--- src/rtl/pdp8_pkg.sv ---
// Shared PDP-8 types, widths and operate-group encodings for the fetch/decode stage.
package pdp8_pkg;

    localparam int ADDR_WIDTH = 12;
    localparam int DATA_WIDTH = 12;

    typedef struct packed {
        logic                  AND;
        logic                  TAD;
        logic                  ISZ;
        logic                  DCA;
        logic                  JMS;
        logic                  JMP;
        logic [ADDR_WIDTH-1:0] mem_inst_addr;
    } pdp_mem_opcode_s;

    typedef struct packed {
        logic NOP;
        logic IAC;
        logic RAL;
        logic RTL;
        logic RAR;
        logic RTR;
        logic CML;
        logic CMA;
        logic CIA;
        logic CLL;
        logic CLA1;
        logic CLA_CLL;
        logic HLT;
        logic OSR;
        logic SKP;
        logic SNL;
        logic SZL;
        logic SZA;
        logic SNA;
        logic SMA;
        logic SPA;
        logic CLA2;
    } pdp_op7_opcode_s;

    typedef enum logic [3:0] {
        StIdle,
        StFetch,
        StDecode,
        StIndRd,
        StIndData,
        StIssue,
        StWait1,
        StWait,
        StHalted
    } ifd_state_e;

    localparam logic [11:0] OP7_NOP     = 12'o7000;
    localparam logic [11:0] OP7_IAC     = 12'o7001;
    localparam logic [11:0] OP7_RAL     = 12'o7004;
    localparam logic [11:0] OP7_RTL     = 12'o7006;
    localparam logic [11:0] OP7_RAR     = 12'o7010;
    localparam logic [11:0] OP7_RTR     = 12'o7012;
    localparam logic [11:0] OP7_CML     = 12'o7020;
    localparam logic [11:0] OP7_CMA     = 12'o7040;
    localparam logic [11:0] OP7_CIA     = 12'o7041;
    localparam logic [11:0] OP7_CLL     = 12'o7100;
    localparam logic [11:0] OP7_CLA1    = 12'o7200;
    localparam logic [11:0] OP7_CLA_CLL = 12'o7300;
    localparam logic [11:0] OP7_HLT     = 12'o7402;
    localparam logic [11:0] OP7_OSR     = 12'o7404;
    localparam logic [11:0] OP7_SKP     = 12'o7410;
    localparam logic [11:0] OP7_SNL     = 12'o7420;
    localparam logic [11:0] OP7_SZL     = 12'o7430;
    localparam logic [11:0] OP7_SZA     = 12'o7440;
    localparam logic [11:0] OP7_SNA     = 12'o7450;
    localparam logic [11:0] OP7_SMA     = 12'o7500;
    localparam logic [11:0] OP7_SPA     = 12'o7510;
    localparam logic [11:0] OP7_CLA2    = 12'o7600;

    // Z selects the current page; otherwise the offset lands in page zero.
    function automatic logic [ADDR_WIDTH-1:0] calc_ea(input logic [DATA_WIDTH-1:0] word,
                                                       input logic [ADDR_WIDTH-1:0] pc);
        return word[7] ? {pc[11:7], word[6:0]} : {5'b0, word[6:0]};
    endfunction

    function automatic pdp_mem_opcode_s build_mem_op(input logic [2:0]            opc,
                                                     input logic [ADDR_WIDTH-1:0] addr);
        pdp_mem_opcode_s op;
        op = '0;
        op.mem_inst_addr = addr;
        case (opc)
            3'o0:    op.AND = 1'b1;
            3'o1:    op.TAD = 1'b1;
            3'o2:    op.ISZ = 1'b1;
            3'o3:    op.DCA = 1'b1;
            3'o4:    op.JMS = 1'b1;
            3'o5:    op.JMP = 1'b1;
            default: op = '0;
        endcase
        return op;
    endfunction

endpackage

--- src/rtl/pdp_op7_decode.sv ---
// Exact-match decoder for the supported group-7 operate words; anything else is illegal.
module pdp_op7_decode
    import pdp8_pkg::*;
(
    input  logic [DATA_WIDTH-1:0] word_i,
    output pdp_op7_opcode_s       op7_o,
    output logic                  op7_legal_o
);

    always_comb begin
        op7_o       = '0;
        op7_legal_o = 1'b1;
        unique case (word_i)
            OP7_NOP:     op7_o.NOP     = 1'b1;
            OP7_IAC:     op7_o.IAC     = 1'b1;
            OP7_RAL:     op7_o.RAL     = 1'b1;
            OP7_RTL:     op7_o.RTL     = 1'b1;
            OP7_RAR:     op7_o.RAR     = 1'b1;
            OP7_RTR:     op7_o.RTR     = 1'b1;
            OP7_CML:     op7_o.CML     = 1'b1;
            OP7_CMA:     op7_o.CMA     = 1'b1;
            OP7_CIA:     op7_o.CIA     = 1'b1;
            OP7_CLL:     op7_o.CLL     = 1'b1;
            OP7_CLA1:    op7_o.CLA1    = 1'b1;
            OP7_CLA_CLL: op7_o.CLA_CLL = 1'b1;
            OP7_HLT:     op7_o.HLT     = 1'b1;
            OP7_OSR:     op7_o.OSR     = 1'b1;
            OP7_SKP:     op7_o.SKP     = 1'b1;
            OP7_SNL:     op7_o.SNL     = 1'b1;
            OP7_SZL:     op7_o.SZL     = 1'b1;
            OP7_SZA:     op7_o.SZA     = 1'b1;
            OP7_SNA:     op7_o.SNA     = 1'b1;
            OP7_SMA:     op7_o.SMA     = 1'b1;
            OP7_SPA:     op7_o.SPA     = 1'b1;
            OP7_CLA2:    op7_o.CLA2    = 1'b1;
            default:     op7_legal_o   = 1'b0;
        endcase
    end

endmodule

--- src/rtl/instr_fetch_decode.sv ---
// PDP-8 fetch/decode stage: fetches, resolves one level of indirection, issues one-hot ops
// and waits on the execution unit's stall/PC_value handshake before the next fetch.
module instr_fetch_decode
    import pdp8_pkg::*;
#(
    parameter logic [ADDR_WIDTH-1:0] START_ADDR = 12'o0200
) (
    input  logic                  clk,
    input  logic                  reset,
    output logic [ADDR_WIDTH-1:0] base_addr,
    output pdp_mem_opcode_s       pdp_mem_opcode,
    output pdp_op7_opcode_s       pdp_op7_opcode,
    input  logic                  stall,
    input  logic [ADDR_WIDTH-1:0] PC_value,
    output logic                  ifu_rd_req,
    output logic [ADDR_WIDTH-1:0] ifu_rd_addr,
    input  logic [DATA_WIDTH-1:0] ifu_rd_data,
    output logic [ADDR_WIDTH-1:0] fetch_pc,
    output logic                  halted,
    output logic                  illegal_instr
);

    ifd_state_e            state_q, state_d;
    logic [ADDR_WIDTH-1:0] fetch_pc_q, fetch_pc_d;
    logic [2:0]            ind_opc_q, ind_opc_d;
    pdp_mem_opcode_s       mem_op_q, mem_op_d;
    pdp_op7_opcode_s       op7_q, op7_d;
    logic                  rd_req_q, rd_req_d;
    logic [ADDR_WIDTH-1:0] rd_addr_q, rd_addr_d;
    logic                  halted_q, halted_d;
    logic                  illegal_q, illegal_d;

    pdp_op7_opcode_s       dec_op7;
    logic                  dec_op7_legal;
    logic [2:0]            dec_opc;

    assign dec_opc = ifu_rd_data[11:9];

    pdp_op7_decode u_op7_decode (
        .word_i      (ifu_rd_data),
        .op7_o       (dec_op7),
        .op7_legal_o (dec_op7_legal)
    );

    always_comb begin
        state_d    = state_q;
        fetch_pc_d = fetch_pc_q;
        ind_opc_d  = ind_opc_q;
        mem_op_d   = '0;
        op7_d      = '0;
        rd_req_d   = 1'b0;
        rd_addr_d  = '0;
        halted_d   = halted_q;
        illegal_d  = illegal_q;

        // Request outputs are registered, so they are raised on entry to a read state.
        unique case (state_q)
            StIdle: begin
                state_d   = StFetch;
                rd_req_d  = 1'b1;
                rd_addr_d = fetch_pc_q;
            end
            StFetch: state_d = StDecode;
            StDecode: begin
                if (dec_opc == 3'o7) begin
                    if (dec_op7_legal) begin
                        op7_d   = dec_op7;
                        state_d = StIssue;
                    end else begin
                        illegal_d = 1'b1;
                        halted_d  = 1'b1;
                        state_d   = StHalted;
                    end
                end else if (dec_opc == 3'o6) begin
                    illegal_d = 1'b1;
                    halted_d  = 1'b1;
                    state_d   = StHalted;
                end else if (ifu_rd_data[8]) begin
                    ind_opc_d = dec_opc;
                    rd_req_d  = 1'b1;
                    rd_addr_d = calc_ea(ifu_rd_data, fetch_pc_q);
                    state_d   = StIndRd;
                end else begin
                    mem_op_d = build_mem_op(dec_opc, calc_ea(ifu_rd_data, fetch_pc_q));
                    state_d  = StIssue;
                end
            end
            StIndRd: state_d = StIndData;
            StIndData: begin
                // Auto-index locations get no write-back; the pointer is used as read.
                mem_op_d = build_mem_op(ind_opc_q, ifu_rd_data);
                state_d  = StIssue;
            end
            StIssue: begin
                if (op7_q.HLT) begin
                    halted_d = 1'b1;
                    state_d  = StHalted;
                end else begin
                    state_d = StWait1;
                end
            end
            StWait1: state_d = StWait;
            StWait: begin
                if (!stall) begin
                    fetch_pc_d = PC_value;
                    rd_req_d   = 1'b1;
                    rd_addr_d  = PC_value;
                    state_d    = StFetch;
                end
            end
            StHalted: state_d = StHalted;
            default:  state_d = StIdle;
        endcase
    end

    always_ff @(posedge clk) begin
        if (reset) begin
            state_q    <= StIdle;
            fetch_pc_q <= START_ADDR;
            ind_opc_q  <= '0;
            mem_op_q   <= '0;
            op7_q      <= '0;
            rd_req_q   <= 1'b0;
            rd_addr_q  <= '0;
            halted_q   <= 1'b0;
            illegal_q  <= 1'b0;
        end else begin
            state_q    <= state_d;
            fetch_pc_q <= fetch_pc_d;
            ind_opc_q  <= ind_opc_d;
            mem_op_q   <= mem_op_d;
            op7_q      <= op7_d;
            rd_req_q   <= rd_req_d;
            rd_addr_q  <= rd_addr_d;
            halted_q   <= halted_d;
            illegal_q  <= illegal_d;
        end
    end

    assign base_addr      = START_ADDR;
    assign pdp_mem_opcode = mem_op_q;
    assign pdp_op7_opcode = op7_q;
    assign ifu_rd_req     = rd_req_q;
    assign ifu_rd_addr    = rd_addr_q;
    assign fetch_pc       = fetch_pc_q;
    assign halted         = halted_q;
    assign illegal_instr  = illegal_q;

endmodule
--- config.mk ---
export PLATFORM = sky130hd
export DESIGN_NAME = instr_fetch_decode
export DESIGN_NICKNAME = d
export VERILOG_FILES = /design/src/rtl/pdp8_pkg.sv /design/src/rtl/pdp_op7_decode.sv /design/src/rtl/instr_fetch_decode.sv
export SDC_FILE = /design/constraint.sdc
export NUM_CORES = 1
export LEC_CHECK = 0
export CORE_ASPECT_RATIO = 1.4
export CORE_UTILIZATION = 35
export DETAILED_ROUTE_END_ITERATION = 7
export GPL_TIMING_DRIVEN = 0
export PLACE_DENSITY = 0.66
export SLEW_MARGIN = 20
export SYNTH_ARGS = -nofsm -noshare
export SYNTH_HDL_FRONTEND = slang
export SYNTH_HIERARCHICAL = 1
export SYNTH_SLANG_ARGS = --single-unit
--- constraint.sdc ---
create_clock -name clk -period 2.7 [get_ports clk]
set_input_delay 0.675 -clock clk [delete_from_list [all_inputs] [get_ports clk]]
set_output_delay 0.675 -clock clk [all_outputs]
set_load 0.03 [all_outputs]
* Word-level counts from Yosys, hierarchy flattened
Cells that the tools add are included.
** Storage, ports and cells
- Bits in registers :: 74
- Output and inout bits :: 79
- Logic and storage cells :: 165
** Cells by class
- Equality and inequality tests :: 47
- Mux-type cells :: 64
- Bitwise gates (word level) :: 5
- Reduce and logical (&&, ||, !) cells :: 13
** Operator list (number)
- $eq 12x12->1 const B :: 22
- $mux 12 :: 7
- $mux 18 :: 3
- $mux 1 :: 43
- $pmux 12 s3 :: 1
- $pmux 18 s2 :: 1
- $pmux 4 s9 :: 1
- $reduce_or 22->1 :: 1
- $mux 4 :: 5
- $eq 3x3->1 const B :: 6
- $eq 4x3->1 const B :: 4
- $eq 3x2->1 const B :: 4
- $reduce_or 6->1 :: 2
- $eq 4x2->1 const B :: 2
- $reduce_and 4->1 :: 2
- $eq 3x1->1 const B :: 2
- $logic_not 3->1 :: 2
- $ne 2x2->1 const B :: 3
- $ne 3x3->1 const B :: 2
- $not 1->1 :: 5
- $eq 4x1->1 const B :: 1
- $eq 4x4->1 const B :: 1
- $logic_not 4->1 :: 1
- $reduce_bool 2->1 :: 2
- other kinds (6) :: 6

* Logic depth before layout (Yosys ltp)
- Depth after elaboration :: 7
- Depth in mapped cells :: 10
- Gate-level depth less buffers :: 9

* By module
Netlist, hierarchy kept.
** Modules (own cells, without submodules)
- instr_fetch_decode :: times used 1, cells an instance 276, area each 2702.6 um2, seq. area each 1481.4 um2
- pdp_op7_decode :: times used 1, cells an instance 86, area each 528.0 um2, seq. area each 0.0 um2

* Worst setup path before layout
Ideal clock, no wire load.
- Path type :: in2reg
- From :: input ifu_rd_data[8]
- To :: register halted_q, in the netlist halted
- Library setup time :: 57 ps
- Arrival time :: 2186 ps
- Required time :: 2643 ps
- Slack :: 456 ps
- Stages on the path :: 10
- Path through :: buf_4 -> and3b_1 -> o211ai_1 -> o21ai_1 -> a2111oi_2 -> o211ai_1 -> nand2_1 -> nand4_1 -> a21oi_1 -> o21ba_2
** On the way
- Longest elaborated chain between the ends :: 5
- Elaborated cells on any way between the ends :: 26
- Classes of those cells :: eq/ne: 23; mux: 1; reduce/logical: 2
** RTL lines
- from (decl) :: line instr_fetch_decode.sv:17 : input logic [DATA_WIDTH-1:0] ifu_rd_data,
- $eq 12x12->1 :: line pdp_op7_decode.sv:13 : unique case (word_i)
- $reduce_or 22->1 (no source line) *
- $mux 1 * :: line pdp_op7_decode.sv:13
- via dec_op7_legal :: line instr_fetch_decode.sv:34 : logic dec_op7_legal;
- $ne 3x3->1 (no source line) *
- $reduce_and 4->1 (no source line) *
- to (signal assigned) :: line instr_fetch_decode.sv:135 : halted_q <= halted_d;
- to (decl) :: line instr_fetch_decode.sv:30 : logic halted_q, halted_d;
The timed path passes the listed nets; every way through them passes the cells marked *.
A chain may end at the register's enable or synchronous reset.

* Worst setup path in the final report
- From :: input ifu_rd_data[7]
- To :: register op7_q, in the netlist pdp_op7_opcode[5]
** On the way
- Longest elaborated chain between the ends :: 5
- Elaborated cells on any way between the ends :: 27
- Classes of those cells :: eq/ne: 22; mux: 2; bitwise: 1; reduce/logical: 2
** RTL lines
- $eq 12x12->1 :: line pdp_op7_decode.sv:13
- $reduce_or 22->1 (no source line) *
- $mux 1 * :: line pdp_op7_decode.sv:13
- via dec_op7_legal :: line instr_fetch_decode.sv:34
- $not 1->1 (no source line) *
- $reduce_or 4->1 (no source line) *
- to (signal assigned) :: line instr_fetch_decode.sv:132 : op7_q <= op7_d;
- to (decl) :: line instr_fetch_decode.sv:27 : pdp_op7_opcode_s op7_q, op7_d;
Marks and branches as above.

==> results.json <==
{
  "status": "completed",
  "p_clk_frac": 0.467,
  "syn-cell-area_um2": 3230,
  "grt_max_degree": 15,
  "yosysWarnings": 6,
  "synth_common_cells": "74 x dfxtp_1, 45 x nor2_1, 42 x nand2_1",
  "hold_depth": 2,
  "comb_power_share": 0.122,
  "worstPathMaxFanout": 9,
  "avgSynthCellArea_um2": 8.92,
  "die_area_um2": 9620,
  "worst_slew_pin_slew_ps": 950,
  "rows": 41,
  "final_nets": 508,
  "cp-end-kind": "register",
  "syn2layout_area_growth_pct": 47.1,
  "yosysUniqueCellTypes": 58,
  "maxSlewViolCount": 0,
  "maxCapViolCount": 0,
  "ir_drop_uv": 480,
  "rr_worst_depth": 5,
  "post_drt_wl_per_cell_um": 14.9,
  "grtUsageTotal": 0.189,
  "clkTransAtPathRegs_ps": 50,
  "max_stage_delay_ps": 380,
  "dieWidth_um": 83.2,
  "async_flop_share": 0,
  "swShare": 0.249,
  "slew_headroom": 0.362,
  "critical_path_depth": 11,
  "regArea_um2": 1480,
  "initial_core_util": 0.360,
  "crit_family": "simple AND/OR/NAND/NOR gates",
  "p_total_mw": 2.74,
  "clk_latency_ps": 340,
  "vias_per_cell": 5.08,
  "worst_slack_ps": 95.3,
  "cts_tree": "done",
  "h-tree-depth": 3,
  "p_sw_uw": 684,
  "seqPwrFrac": 0.411,
  "fillCellCount": 844,
  "setup-violations-final": 0,
  "crit_buf_inv": 3,
  "synth_seq_area_share": 0.459,
  "path_cells": "dlygate4sd2_1 > nor2_4 > nand2_1 > a211oi_2 > a2111oi_2 > o211ai_1 > nand2_2 > nor4_4 > buf_4 > clkbuf_4 > and2_1",
  "yosys.area.top_type": "dfxtp_1",
  "ys_top_cells_by_area": "dfxtp_1 46%, and2_1 5.6%, nor2_1 5.2%",
  "layout-drive-gt1-share": 0.144,
  "finalCritPeriodShare": 0.965,
  "arrival_ps": 2880,
  "vias": 3014,
  "synth_edf_count": 0,
  "ios": 106,
  "hold_viol": 0,
  "die_y_um": 116,
  "ys.flop_type": "dfxtp_1",
  "cts.sinks": 74,
  "n_antenna_cell": 0,
  "cp-start-kind": "input port",
  "multi_input_area_um2": 1610,
  "antenna_found_initial": 0,
  "synth.top_cell.area_share": 0.459,
  "clockBufferDepth": 2,
  "power.density_nw_per_um2": 577,
  "clock-skew-final_ps": 9.66,
  "pre_cts_ws_ps": -525,
  "synth_most_common_cell": "dfxtp_1",
  "numCtsBuffers": 9,
  "ys_seq_elements": 74,
  "core-area_um2": 8980,
  "synthCells": 362,
  "crit_required_ps": 2970,
  "clockRootBuffer": "clkbuf_16",
  "post-route-min-period_ps": 2600,
  "grt-ovfl-total": 0,
  "final_util": 0.529,
  "grt_pass1_vias": 2907,
  "cts_hold_buf": 0,
  "port_buffers": 93,
  "ant_nets": 0,
  "crit_slowest_cell": "dlygate4sd2_1",
  "critical_path_class": "input port to register",
  "gp_congestion": 0.883,
  "wirelength_mm": 8.83,
  "hold_path.class": "register to register",
  "p_leak_nw": 1.75,
  "p_int_mw": 2.06,
  "first_pass_iters": 4,
  "remaining_drc_errors": 0,
  "grt_pass1_wl_mm": 14.3,
  "dp_hpwl_mm": 6.59,
  "max_freq_mhz": 384,
  "dr.first_iter.drc_count": 199
}
==> power by group through the flow <==
stage | logic, mW | registers (mW) | clock network, mW
floorplan | 0.184 | 1.17 | 0
global placement | 0.328 | 1.15 | 0
detailed placement | 0.330 | 1.15 | 0
CTS | 0.333 | 1.13 | 1.31
global route | 0.362 | 1.13 | 1.36
finish | 0.336 | 1.13 | 1.28
==> flip-flops by register name (all words and copies together) (netlist names) <==
signal,count
ifu_rd_addr,12
ifu_rd_req,1
ind_opc_q,3
illegal_instr,1
fetch_pc,12
pdp_op7_opcode,22
halted,1
state_q,4
pdp_mem_opcode,18
==> kinds of logic after synthesis <==
kind of cell    after synthesis  synth area share
compound gates               66             0.149
mux                           1           0.00310
xor+xnor                      2           0.00542
flops                        74             0.459
buf+inv                      37            0.0693
other cells                   2           0.00232
simple gates                180             0.312
==> worst reg2reg max path: stages (launching register included) <==
cell,delay [ps]
dfxtp_1,360
buf_2,200
nor4_2,800
a31oi_1,120
nor2_1,330
a22o_1,190
==> stage by stage <==
step | setup TNS, ps | instances | hold slack (ps) | area (µm²)
final | 0 | 593 | 443 | 4750
after global routing | -1.08 | 593 | 483 | 4750
after CTS | 0 | 593 | 449 | 4730
after detailed placement | -12200 | 572 | 440 | 4330
after global placement | -11820 | 572 | 438 | 4330
after floorplan | 0 | 372 | 477 | 3270
==> final timing paths <==
path                       start                end  slack (ps)
setup / recovery  ifu_rd_data[7]  pdp_op7_opcode[5]         100
hold / removal     illegal_instr      illegal_instr         440
setup reg to reg      state_q[3]     ifu_rd_addr[8]         640
hold reg to reg    illegal_instr      illegal_instr         440
==> layout by cell type, fill, tap and decap left out, types with 3 or more instances in the layout <==
cell type	count
clkdlybuf4s50_1	84
dfxtp_1	74
and3_1	3
buf_6	6
a31oi_1	3
a22o_1	7
dlygate4sd2_1	9
nor3_1	10
buf_4	15
clkbuf_1	8
nor4_2	4
nor2_1	43
a21oi_1	18
conb_1	12
o21ai_0	6
and2_1	29
o22ai_1	4
nor3b_1	4
inv_1	4
nor4_1	5
a222oi_1	7
nand2_1	41
clkinv_4	3
buf_2	5
nand2b_1	6
nand3b_1	8
clkbuf_16	9
==> metal layers <==
layer / GRT usage / vias to the layer above / part of all wire
met5: 0 / - / 0
met4: 0.0977 / 0 / 0.024
met3: 0.0520 / 18 / 0.062
met2: 0.351 / 111 / 0.53
li1: - / 1489 / -
met1: 0.195 / 1396 / 0.38
==> final cells by class <==
cell class	count	area share
sequential	74	0.312
multi-input combinational	261	0.338
buffer	33	0.0497
inverter	4	0.00316
tap	107	0.0282
timing repair buffer	98	0.200
clock buffer	9	0.0474
clock inverter	7	0.0216
==> repair_timing <==
action	4_1_cts	5_1_grt
gates resized for setup	22	5
endpoints found under the setup margin	23	22
cloned	3	0
pin swaps	3	0
buffers inserted	2	0
(Power assumes the default switching activity.)
